$ cat config.mk
export PLATFORM = sky130hd
export DESIGN_NAME = programmable_delay_timer
export DESIGN_NICKNAME = d
export VERILOG_FILES = /design/src/rtl/programmable_delay_timer.sv
export SDC_FILE = /design/constraint.sdc
export NUM_CORES = 1
export LEC_CHECK = 0
export ABC_AREA = 0
export CORE_AREA = 2 2 71 73
export DETAILED_ROUTE_END_ITERATION = 7
export DIE_AREA = 0 0 73 75
export SLEW_MARGIN = 20
export SYNTH_ARGS = -nofsm -noshare
export SYNTH_HDL_FRONTEND = slang
export SYNTH_SLANG_ARGS = --single-unit
$ cat constraint.sdc
create_clock -name ClockIn -period 3.9 [get_ports ClockIn]
set_input_delay 0.585 -clock ClockIn [delete_from_list [all_inputs] [get_ports ClockIn]]
set_output_delay 0.585 -clock ClockIn [all_outputs]
set_load 0.05 [all_outputs]
$ cat src/rtl/programmable_delay_timer.sv
// programmable_delay_timer: restartable prescaled countdown with one-shot/periodic expiry, Done pulse and sticky Expired.
module programmable_delay_timer #(
  parameter int WIDTH    = 11,
  parameter int PRESCALE = 1
) (
  input  logic             ClockIn,
  input  logic             Reset,
  input  logic             Start,
  input  logic             Abort,
  input  logic             Periodic,
  input  logic [WIDTH-1:0] Delay,
  output logic             Busy,
  output logic             Done,
  output logic             Expired,
  output logic [WIDTH-1:0] Remaining
);
  localparam int PW = PRESCALE > 1 ? $clog2(PRESCALE) : 1;
  localparam logic [PW-1:0] PMAX = PW'(PRESCALE - 1);
  typedef enum logic {IDLE, RUN} state_t;
  state_t state_q, state_d;
  logic [WIDTH-1:0] rem_q, rem_d, dly_q, dly_d;
  logic [PW-1:0] pre_q, pre_d;
  logic per_q, per_d, done_q, done_d, exp_q, exp_d, tick;
  assign tick = pre_q == PMAX;
  always_comb begin
    state_d = state_q;
    rem_d   = rem_q;
    dly_d   = dly_q;
    per_d   = per_q;
    pre_d   = pre_q;
    done_d  = 1'b0;
    exp_d   = exp_q;
    if (Abort) begin
      if (state_q == RUN) begin
        state_d = IDLE;
        rem_d   = '0;
        pre_d   = '0;
      end
    end else if (Start) begin
      pre_d = '0;
      if (Delay != '0) begin
        state_d = RUN;
        dly_d   = Delay;
        per_d   = Periodic;
        rem_d   = Delay;
        exp_d   = 1'b0;
      end else begin
        // zero delay expires immediately and never reloads
        state_d = IDLE;
        rem_d   = '0;
        done_d  = 1'b1;
        exp_d   = 1'b1;
      end
    end else if (state_q == RUN) begin
      pre_d = tick ? '0 : pre_q + PW'(1);
      if (tick) begin
        if (rem_q == WIDTH'(1)) begin
          done_d  = 1'b1;
          exp_d   = 1'b1;
          rem_d   = per_q ? dly_q : '0;
          state_d = per_q ? RUN : IDLE;
        end else begin
          rem_d = rem_q - WIDTH'(1);
        end
      end
    end
  end
  always_ff @(posedge ClockIn or posedge Reset) begin
    if (Reset) begin
      state_q <= IDLE;
      rem_q   <= '0;
      dly_q   <= '0;
      per_q   <= 1'b0;
      pre_q   <= '0;
      done_q  <= 1'b0;
      exp_q   <= 1'b0;
    end else begin
      state_q <= state_d;
      rem_q   <= rem_d;
      dly_q   <= dly_d;
      per_q   <= per_d;
      pre_q   <= pre_d;
      done_q  <= done_d;
      exp_q   <= exp_d;
    end
  end
  assign Busy      = state_q == RUN;
  assign Done      = done_q;
  assign Expired   = exp_q;
  assign Remaining = rem_q;
endmodule

==> results of run 1 <==
[worst max-delay path, cell delays in order]
cell,delay (ps)
clkdlybuf4s50_1,650
nor2b_1,670
nand2_1,510
mux2_2,410
[cells in the final DEF (no fill, tap or decap), types with 2 or more instances in the layout]
cell type,n
ha_1,2
nor3b_1,2
dfrtp_1,26
o21ai_0,6
o31ai_1,3
a221oi_1,2
inv_1,3
a22o_1,9
a22oi_1,7
nand2_1,11
nor2_1,8
nor3_1,2
xnor2_1,4
mux2_2,4
clkbuf_8,3
nor2b_1,2
and2_1,3
a21oi_1,7
a21o_1,4
nand4_1,2
clkdlybuf4s50_1,29
o211ai_1,3
nor4_1,4
nand3_1,2
and3_1,3
[registers in the layout, indices dropped and copies added (netlist names)]
register,cells
per_q,1
dly_q,11
Done,1
Remaining,11
Expired,1
Busy,1
[where the power goes]
group	internal (W)	switching, W
Clock	0.000138	0.0000879
Combinational	0.000121	0.000170
Sequential	0.000306	0.0000500
Total	0.000565	0.000308
[cells in the mapped netlist, types with 2 or more instances]
library cell,number,share of area (%)
a22o_1,9,5.5
a22oi_1,7,3.7
and2_1,3,1.3
o21ai_0,6,2.1
mux2_2,4,3.1
inv_1,4,1.0
and3_1,3,1.3
a21o_1,4,2.1
nand2_1,11,2.9
o31ai_1,3,1.6
nor3_1,2,0.70
nand4_1,2,0.87
ha_1,2,1.7
xnor2_1,4,2.4
nor2_1,8,2.1
o211ai_1,3,1.6
a21oi_1,7,2.4
nand3_1,2,0.70
dfrtp_1,26,45
nor4_1,4,1.7
clkbuf_1,6,1.6
nor3b_1,2,1.0
a221oi_1,2,1.2
nor2b_1,2,0.87
[per-stage QoR]
| stage | instances | power [W] | hold slack [ps] |
|---|---|---|---|
| final | 224 | 0.0008725 | 490.5 |
| after global routing | 224 | 0.0009195 | 509.2 |
| after CTS | 224 | 0.0008760 | 492.5 |
| after detailed placement | 220 | 0.0006507 | 471.0 |
| after global placement | 220 | 0.0006489 | 470.8 |
| after floorplan | 144 | 0.0005542 | 441.4 |
[final cells by class]
type,instances,area share (%)
inverters,4,0.8202
multi-input cells,106,39.78
well taps,54,3.691
flip-flops and latches,26,35.54
clock inverters,1,1.640
repair buffers,30,16.27
clock buffers,3,2.256
[worst paths after layout]
kind	end	from	depth (start not counted)	slack (ps)
hold reg to reg	dly_q[7]$_DFFE_PP0P_	dly_q[7]$_DFFE_PP0P_	1	490
max in group asynchronous	Remaining[9]$_DFFE_PP0P_	Reset	2	2770
setup / recovery	dly_q[9]$_DFFE_PP0P_	Start	4	1240
min in group asynchronous	Expired$_DFFE_PP0P_	Reset	2	700
setup reg to reg	Done$_DFF_PP0_	Remaining[1]$_DFFE_PP0P_	6	1860
hold / removal	dly_q[7]$_DFFE_PP0P_	dly_q[7]$_DFFE_PP0P_	1	490
[layer usage]
layer,global-route usage (%),routed length (µm),vias to the layer above
li1,-,-,600
met1,21.28,1716,618
met2,22.62,1715,56
met3,3.481,271,6
met4,2.675,33,0
met5,0,0,-
[logic make-up after synthesis]
logic type               count (synthesis)
AO/OA/AOI/OAI                           50
AND/OR/NAND/NOR                         45
flip-flops                              26
buffers and inverters                   12
XOR/XNOR                                 5
multiplexers                             4
adder cells (fa/ha/maj)                  2
==> impl_metrics.json, run 1 <==
{
  "status": "finished, final reports clean",
  "dr.pass1.iters": 4,
  "critPathLaunchType": "input port",
  "detail_route.wl_per_cell_um": 16.68,
  "die_h_um": 75,
  "synth.avg_cell_area_um2": 9.940,
  "wirelength_um": 3736,
  "setup_ws_ps": 1238,
  "p_leak_nw": 0.7570,
  "cts.sinks": 26,
  "gp_congestion": 0.8428,
  "first_iter_violations": 119,
  "nFillCells": 447,
  "grt_overflow_total": 0,
  "worstPathMaxFanout": 14,
  "slew_headroom_pct": 37.26,
  "ys_seq_area_share_pct": 45.45,
  "clock_path_buffers": 2,
  "final_area_um2": 1831,
  "synth_xor_area_share_pct": 3.059,
  "ys_ff_latch": 26,
  "core_um2": 4661,
  "utilization_pct": 39.28,
  "hpwl_um": 2791,
  "yosysWarnings": 0,
  "power.density_nw_per_um2": 476.6,
  "min_path_type": "flop to flop",
  "clock_skew_ps": 2.409,
  "post-route-drc-count": 0,
  "place_area_um2": 1759,
  "synth-async-reset-ratio_pct": 100.0,
  "antenna_found_initial": 0,
  "period_share_pct": 68.25,
  "multi_input_comb_area_um2": 728.2,
  "max_freq_mhz": 375.7,
  "htree_num_levels": 1,
  "critPathRequiredTime_ps": 4070,
  "dp_slack_ps": 974.0,
  "synthFlopType": "dfrtp_1",
  "grtUsageTotal_pct": 14.68,
  "antenna_cells": 0,
  "vdd_drop_max_mv": 0.2420,
  "finalSetupViolations": 0,
  "rsz0062_at_grt": "no",
  "post_cts_buffers": 0,
  "antenna_left": 0,
  "cts_tree": "built",
  "grt_max_degree": 27,
  "crit_type": "input port to flop",
  "die_w_um": 73,
  "cts_buffers": 3,
  "synth_mux_area_share_pct": 3.147,
  "netlist_area_um2": 1431,
  "cts_resized": 0,
  "drv_cap": 0,
  "yosys.area_share.simple_pct": 17.83,
  "start_util_pct": 30.71,
  "synth_compound_area_share_pct": 25.09,
  "drive_above_1_share_pct": 8.824,
  "via_per_inst": 5.714,
  "syn2layout_area_growth_pct": 27.88,
  "dr_total_vias": 1280,
  "synth_top_family_by_area": "compound AO/OA/AOI/OAI gates",
  "synth_cell_types": 42,
  "syn_nets": 162,
  "path_clk_slew_ps": 90,
  "first_global_vias": 1197,
  "synth-adder-area-share_pct": 1.748,
  "nets": 189,
  "postCtsHoldBufs": 0,
  "ff_latch_area_um2": 650.6,
  "worst_pin_slew_ps": 935.3,
  "synth_edf_count": 0,
  "finalHoldViolCount": 0,
  "cts_root_buf": "clkbuf_8",
  "syn_inst": 144,
  "fp.dieArea_um2": 5475,
  "slew_viol_final": 0,
  "clk_latency_ps": 280,
  "tns_ps": 0,
  "rows": 25,
  "port_buffers": 29,
  "ioPinCount": 30,
  "grt_pass1_wl_um": 6161,
  "worstPathArrival_ps": 2830,
  "finalCriticalPeriod_ps": 2662,
  "end_kind": "flop"
}
Power figures use the tool's default switching activity.
==> run 2, diff against run 1 <==
Clock period 3.9 ns to 2.4 ns, I/O delays scaled along.
==> run 2 against run 1 <==
Compared with the run above:
- wire length grew 7.1%
- non-clock buffer count rose by 4
- first-iteration DRC count down 35%
- flip-flop and latch count unchanged
- global-route usage increased by 0.75 points
- hold slack lost 41 ps
- design area unchanged
- via count up 0.70%
- sequential power increased by 63%
- register-to-register slack worse by 1500 ps
- clock power is 12% higher
- critical path type is now flop to output port
- critical endpoint is now Remaining[4]
- largest power group unchanged
==> impl_metrics.json, run 2 (synthesis results as in run 1) <==
{
  "detail_route.wl_per_cell_um": 17.63,
  "worstPathArrival_ps": 1700,
  "nets": 193,
  "place_area_um2": 1789,
  "fp.dieArea_um2": 5475,
  "min_path_type": "input port to async pin",
  "setup_ws_ps": 337.5,
  "antenna_found_initial": 0,
  "port_buffers": 29,
  "final_cells": 227,
  "placed_cells_incl_taps": 224,
  "grt_pass1_wl_um": 6417,
  "power.density_nw_per_um2": 716.0,
  "final_cell_mix": "clkdlybuf4s50_1, dfrtp_1, nand2_1, a22o_1, nor2_1",
  "cp.depth": 1,
  "cts.sinks": 26,
  "p_leak_nw": 0.7653,
  "critPathRequiredTime_ps": 2040,
  "crit_path_end": "Remaining[4]",
  "wirelength_um": 4001,
  "cts_resized": 0,
  "r2r_cells": 6,
  "rsz0062_at_grt": "no",
  "slew_headroom_pct": 45.87,
  "die_w_um": 73,
  "antenna_left": 0,
  "post-route-drc-count": 0,
  "clock_skew_ps": 2.356,
  "cts_buffers": 3,
  "worstPathMaxFanout": 9,
  "cts_tree": "built",
  "switchingPower_w": 0.0004994,
  "dr_total_vias": 1289,
  "postCtsHoldBufs": 0,
  "period_share_pct": 85.94,
  "grt_overflow_total": 0,
  "final_area_um2": 1831,
  "clk_latency_ps": 270,
  "syn2layout_area_growth_pct": 27.88,
  "grt_max_degree": 27,
  "combPwrFrac_pct": 36.5,
  "cts_root_buf": "clkbuf_8",
  "slowest_delay_ps": 880,
  "status": "finished, final reports clean",
  "slew_viol_final": 0,
  "path_clk_slew_ps": 90,
  "grtUsageTotal_pct": 15.43,
  "gp_congestion": 0.8582,
  "first_iter_violations": 77,
  "nFillCells": 459,
  "end_kind": "output port",
  "dp_slack_ps": 368.8,
  "htree_num_levels": 1,
  "layout_commonest_cell": "clkdlybuf4s50_1",
  "critPathBufInv": 1,
  "path_cells": "clkdlybuf4s50_1",
  "core_um2": 4661,
  "critPathTopFamily": "buffers and inverters",
  "drv_cap": 0,
  "slowest_stage": "clkdlybuf4s50_1",
  "hpwl_um": 2900,
  "finalHoldViolCount": 0,
  "clock_path_buffers": 2,
  "rows": 25,
  "finalCriticalPeriod_ps": 2062,
  "die_h_um": 75,
  "critPathLaunch": "Remaining[4]$_DFFE_PP0P_",
  "crit-reg2reg-capture": "Remaining[4]$_DFFE_PP0P_",
  "antenna_cells": 0,
  "reg2reg_from": "Remaining[1]$_DFFE_PP0P_",
  "post_cts_buffers": 0,
  "p_int_w": 0.0008112,
  "rrSetupSlack_ps": 410,
  "via_per_inst": 5.678,
  "holdWs_ps": 449.8,
  "tns_ps": 0,
  "finalSetupViolations": 0,
  "dr.pass1.iters": 4,
  "swShare_pct": 38.11,
  "max_freq_mhz": 484.9,
  "ioPinCount": 30,
  "critPathLaunchType": "flop",
  "vdd_drop_max_mv": 0.2103,
  "crit_type": "flop to output port",
  "drive_above_1_share_pct": 10.40,
  "start_util_pct": 30.71,
  "seqPwrFrac_pct": 44.2,
  "clkPwrFrac_pct": 19.2,
  "first_global_vias": 1230,
  "worst_pin_slew_ps": 809.0
}
run 2: worst min-delay path by stage:
stage / from / endpoint / slack (ps) / cells past startpoint
after floorplan: Reset / Busy$_DFF_PP0_ / 400 / 1
after global placement: dly_q[8]$_DFFE_PP0P_ / dly_q[8]$_DFFE_PP0P_ / 460 / 1
after detailed placement: dly_q[8]$_DFFE_PP0P_ / dly_q[8]$_DFFE_PP0P_ / 460 / 1
after CTS: Reset / Remaining[5]$_DFFE_PP0P_ / 460 / 3
after global routing: Reset / dly_q[4]$_DFFE_PP0P_ / 490 / 3
final: Reset / dly_q[1]$_DFFE_PP0P_ / 450 / 3
run 2: cell type report:
type | instances | area, µm² | area share (%)
multi-input combinational | 106 | 728.2 | 39.78
inverter | 4 | 15.01 | 0.8202
sequential | 26 | 650.6 | 35.54
clock buffer | 3 | 41.29 | 2.256
tap | 54 | 67.56 | 3.691
timing repair buffer | 34 | 327.8 | 17.91
run 2: through the flow:
stage	utilization, %	power (W)
final	39.28	0.001311
after CTS	39.28	0.001312
after detailed placement	38.39	0.001064
after global routing	39.28	0.001382
after floorplan	-	0.0009006
after global placement	38.39	0.001055
run 2: power by group through the flow:
| stage | clock network (W) | registers, W | logic, W |
|---|---|---|---|
| 2_1_floorplan | 0 | 0.000676 | 0.000224 |
| 3_3_place_gp | 0 | 0.000583 | 0.000472 |
| 3_5_place_dp | 0 | 0.000587 | 0.000477 |
| 4_1_cts | 0.000254 | 0.000579 | 0.000479 |
| 5_1_grt | 0.000279 | 0.000588 | 0.000515 |
| 6_report | 0.000252 | 0.000580 | 0.000479 |
run 2: metal layers:
| layer | up-vias | track usage, % | wire length (µm) |
|---|---|---|---|
| met5 | - | 0 | 0 |
| met4 | 0 | 6.173 | 57 |
| met3 | 4 | 2.544 | 213 |
| met2 | 47 | 24.32 | 1912 |
| met1 | 636 | 21.20 | 1817 |
| li1 | 602 | - | - |
==> run 3, diff against run 2 <==
Settings changed: PLACE_DENSITY set to 0.54.
==> run 3 against run 2 <==
Compared with the run above:
- combinational power is 1% higher
- hold slack worse by 20 ps
- count of clock-buffer cells in the layout stayed put
- register-to-register slack worse by 90 ps
- largest power group unchanged
==> impl_metrics.json, run 3 (synthesis results as in run 1) <==
{
  "wirelength_um": 3905,
  "switchingPower_w": 0.0005106,
  "cts_root_buf": "clkbuf_8",
  "syn2layout_area_growth_pct": 30.51,
  "nets": 194,
  "p_int_w": 0.0009272,
  "via_per_inst": 5.607,
  "p_total_w": 0.001438,
  "fp.dieArea_um2": 5475,
  "p_leak_nw": 0.7845,
  "hpwl_um": 2883,
  "vdd_drop_max_mv": 0.2369,
  "critPathLaunch": "Remaining[1]$_DFFE_PP0P_",
  "grtUsageTotal_pct": 15.31,
  "first_iter_violations": 54,
  "start_util_pct": 30.71,
  "postCtsHoldBufs": 0,
  "ioPinCount": 30,
  "gp_congestion": 0.8387,
  "antenna_found_initial": 0,
  "crit_type": "flop to flop",
  "slew_headroom_pct": 48.71,
  "finalHoldViolCount": 0,
  "first_global_vias": 1271,
  "post_cts_buffers": 0,
  "finalSetupViolations": 0,
  "period_share_pct": 86.72,
  "slew_viol_final": 0,
  "core_um2": 4661,
  "min_path_type": "input port to async pin",
  "grt_pass1_wl_um": 6403,
  "finalCriticalPeriod_ps": 2081,
  "critPathLaunchType": "flop",
  "swShare_pct": 35.51,
  "end_kind": "flop",
  "clock_path_buffers": 2,
  "status": "finished, final reports clean",
  "worstPathArrival_ps": 2300,
  "path_clk_slew_ps": 100,
  "combPwrFrac_pct": 33.7,
  "rsz0062_at_grt": "no",
  "die_w_um": 73,
  "post-route-drc-count": 0,
  "drive_above_1_share_pct": 11.43,
  "die_h_um": 75,
  "clk_latency_ps": 280,
  "power.density_nw_per_um2": 769.7,
  "worstPathMaxFanout": 8,
  "rows": 25,
  "antenna_left": 0,
  "cts.sinks": 26,
  "antenna_cells": 0,
  "drv_cap": 0,
  "tns_ps": 0,
  "clock_skew_ps": 12.42,
  "cts_tree": "built",
  "detail_route.wl_per_cell_um": 17.05,
  "layout_commonest_cell": "clkdlybuf4s50_1",
  "cts_resized": 0,
  "cts_buffers": 3,
  "port_buffers": 29,
  "dr_total_vias": 1284,
  "dr.pass1.iters": 4,
  "htree_num_levels": 1,
  "max_freq_mhz": 480.5,
  "clkPwrFrac_pct": 26.0,
  "grt_max_degree": 27,
  "seqPwrFrac_pct": 40.3,
  "final_cell_mix": "clkdlybuf4s50_1, dfrtp_1, nand2_1, a22o_1, nor2_1",
  "worst_pin_slew_ps": 766.5,
  "reg2reg_from": "Remaining[1]$_DFFE_PP0P_",
  "grt_overflow_total": 0,
  "critPathRequiredTime_ps": 2620
}
## run 3: changes by cell type in the layout (fill, tap and decap cells not counted)
cell | previous run | this run
bufinv_16 | 0 | 1
buf_4 | 5 | 6
## run 3: routing by layer
metal  vias up  routed length [µm]  GRT usage, %  part of all wire (%)
met3         8                 163         1.874                   4.2
met5         -                   0             0                     0
met4         0                  73         7.407                   1.9
met1       641                1705         20.12                    44
met2        31                1963         25.13                    50
li1        604                   -             -                     -
## run 3: power groups by stage
stage	combinational, W	sequential (W)	clock (W)
2_1_floorplan	0.000224	0.000676	0
3_3_place_gp	0.000480	0.000585	0
3_5_place_dp	0.000484	0.000587	0
4_1_cts	0.000487	0.000579	0.000380
5_1_grt	0.000521	0.000591	0.000394
6_report	0.000484	0.000580	0.000374
## run 3: worst paths after layout
kind	cells after the start	slack (ps)	end
worst max-delay path	6	320	Remaining[4]$_DFFE_PP0P_
worst min-delay path	3	430	Expired$_DFFE_PP0P_
worst max register to register	6	320	Remaining[4]$_DFFE_PP0P_
worst min register to register	1	490	dly_q[7]$_DFFE_PP0P_
max in group asynchronous	3	1710	dly_q[7]$_DFFE_PP0P_
min in group ClockIn	1	490	dly_q[7]$_DFFE_PP0P_
## run 3: final cells by class
cell class / instances / area [µm²]
clock inverters: 1 / 30.03
flip-flops and latches: 26 / 650.6
inverters: 4 / 15.01
clock buffers: 3 / 41.29
repair buffers: 35 / 335.3
fillers: 449 / 2793
multi-input cells: 106 / 728.2
well taps: 54 / 67.56
## run 3: worst max-delay path, stage by stage, from the launching register on
cell and delay (ps):
dfrtp_1 440, inv_1 100, ha_1 140, nor4b_2 470, nand3_1 380, mux2_2 370, o21ai_1 110
## run 3: through the flow
step	area (µm²)	std cells	util, %	hold WS, ps	setup WS, ps
floorplan	1431	144	-	400.0	255.2
global placement	1797	225	38.55	458.9	342.0
detailed placement	1797	225	38.55	477.2	344.3
CTS	1868	229	40.08	449.2	330.7
global route	1868	229	40.08	487.0	214.6
finish	1868	229	40.08	429.4	318.8
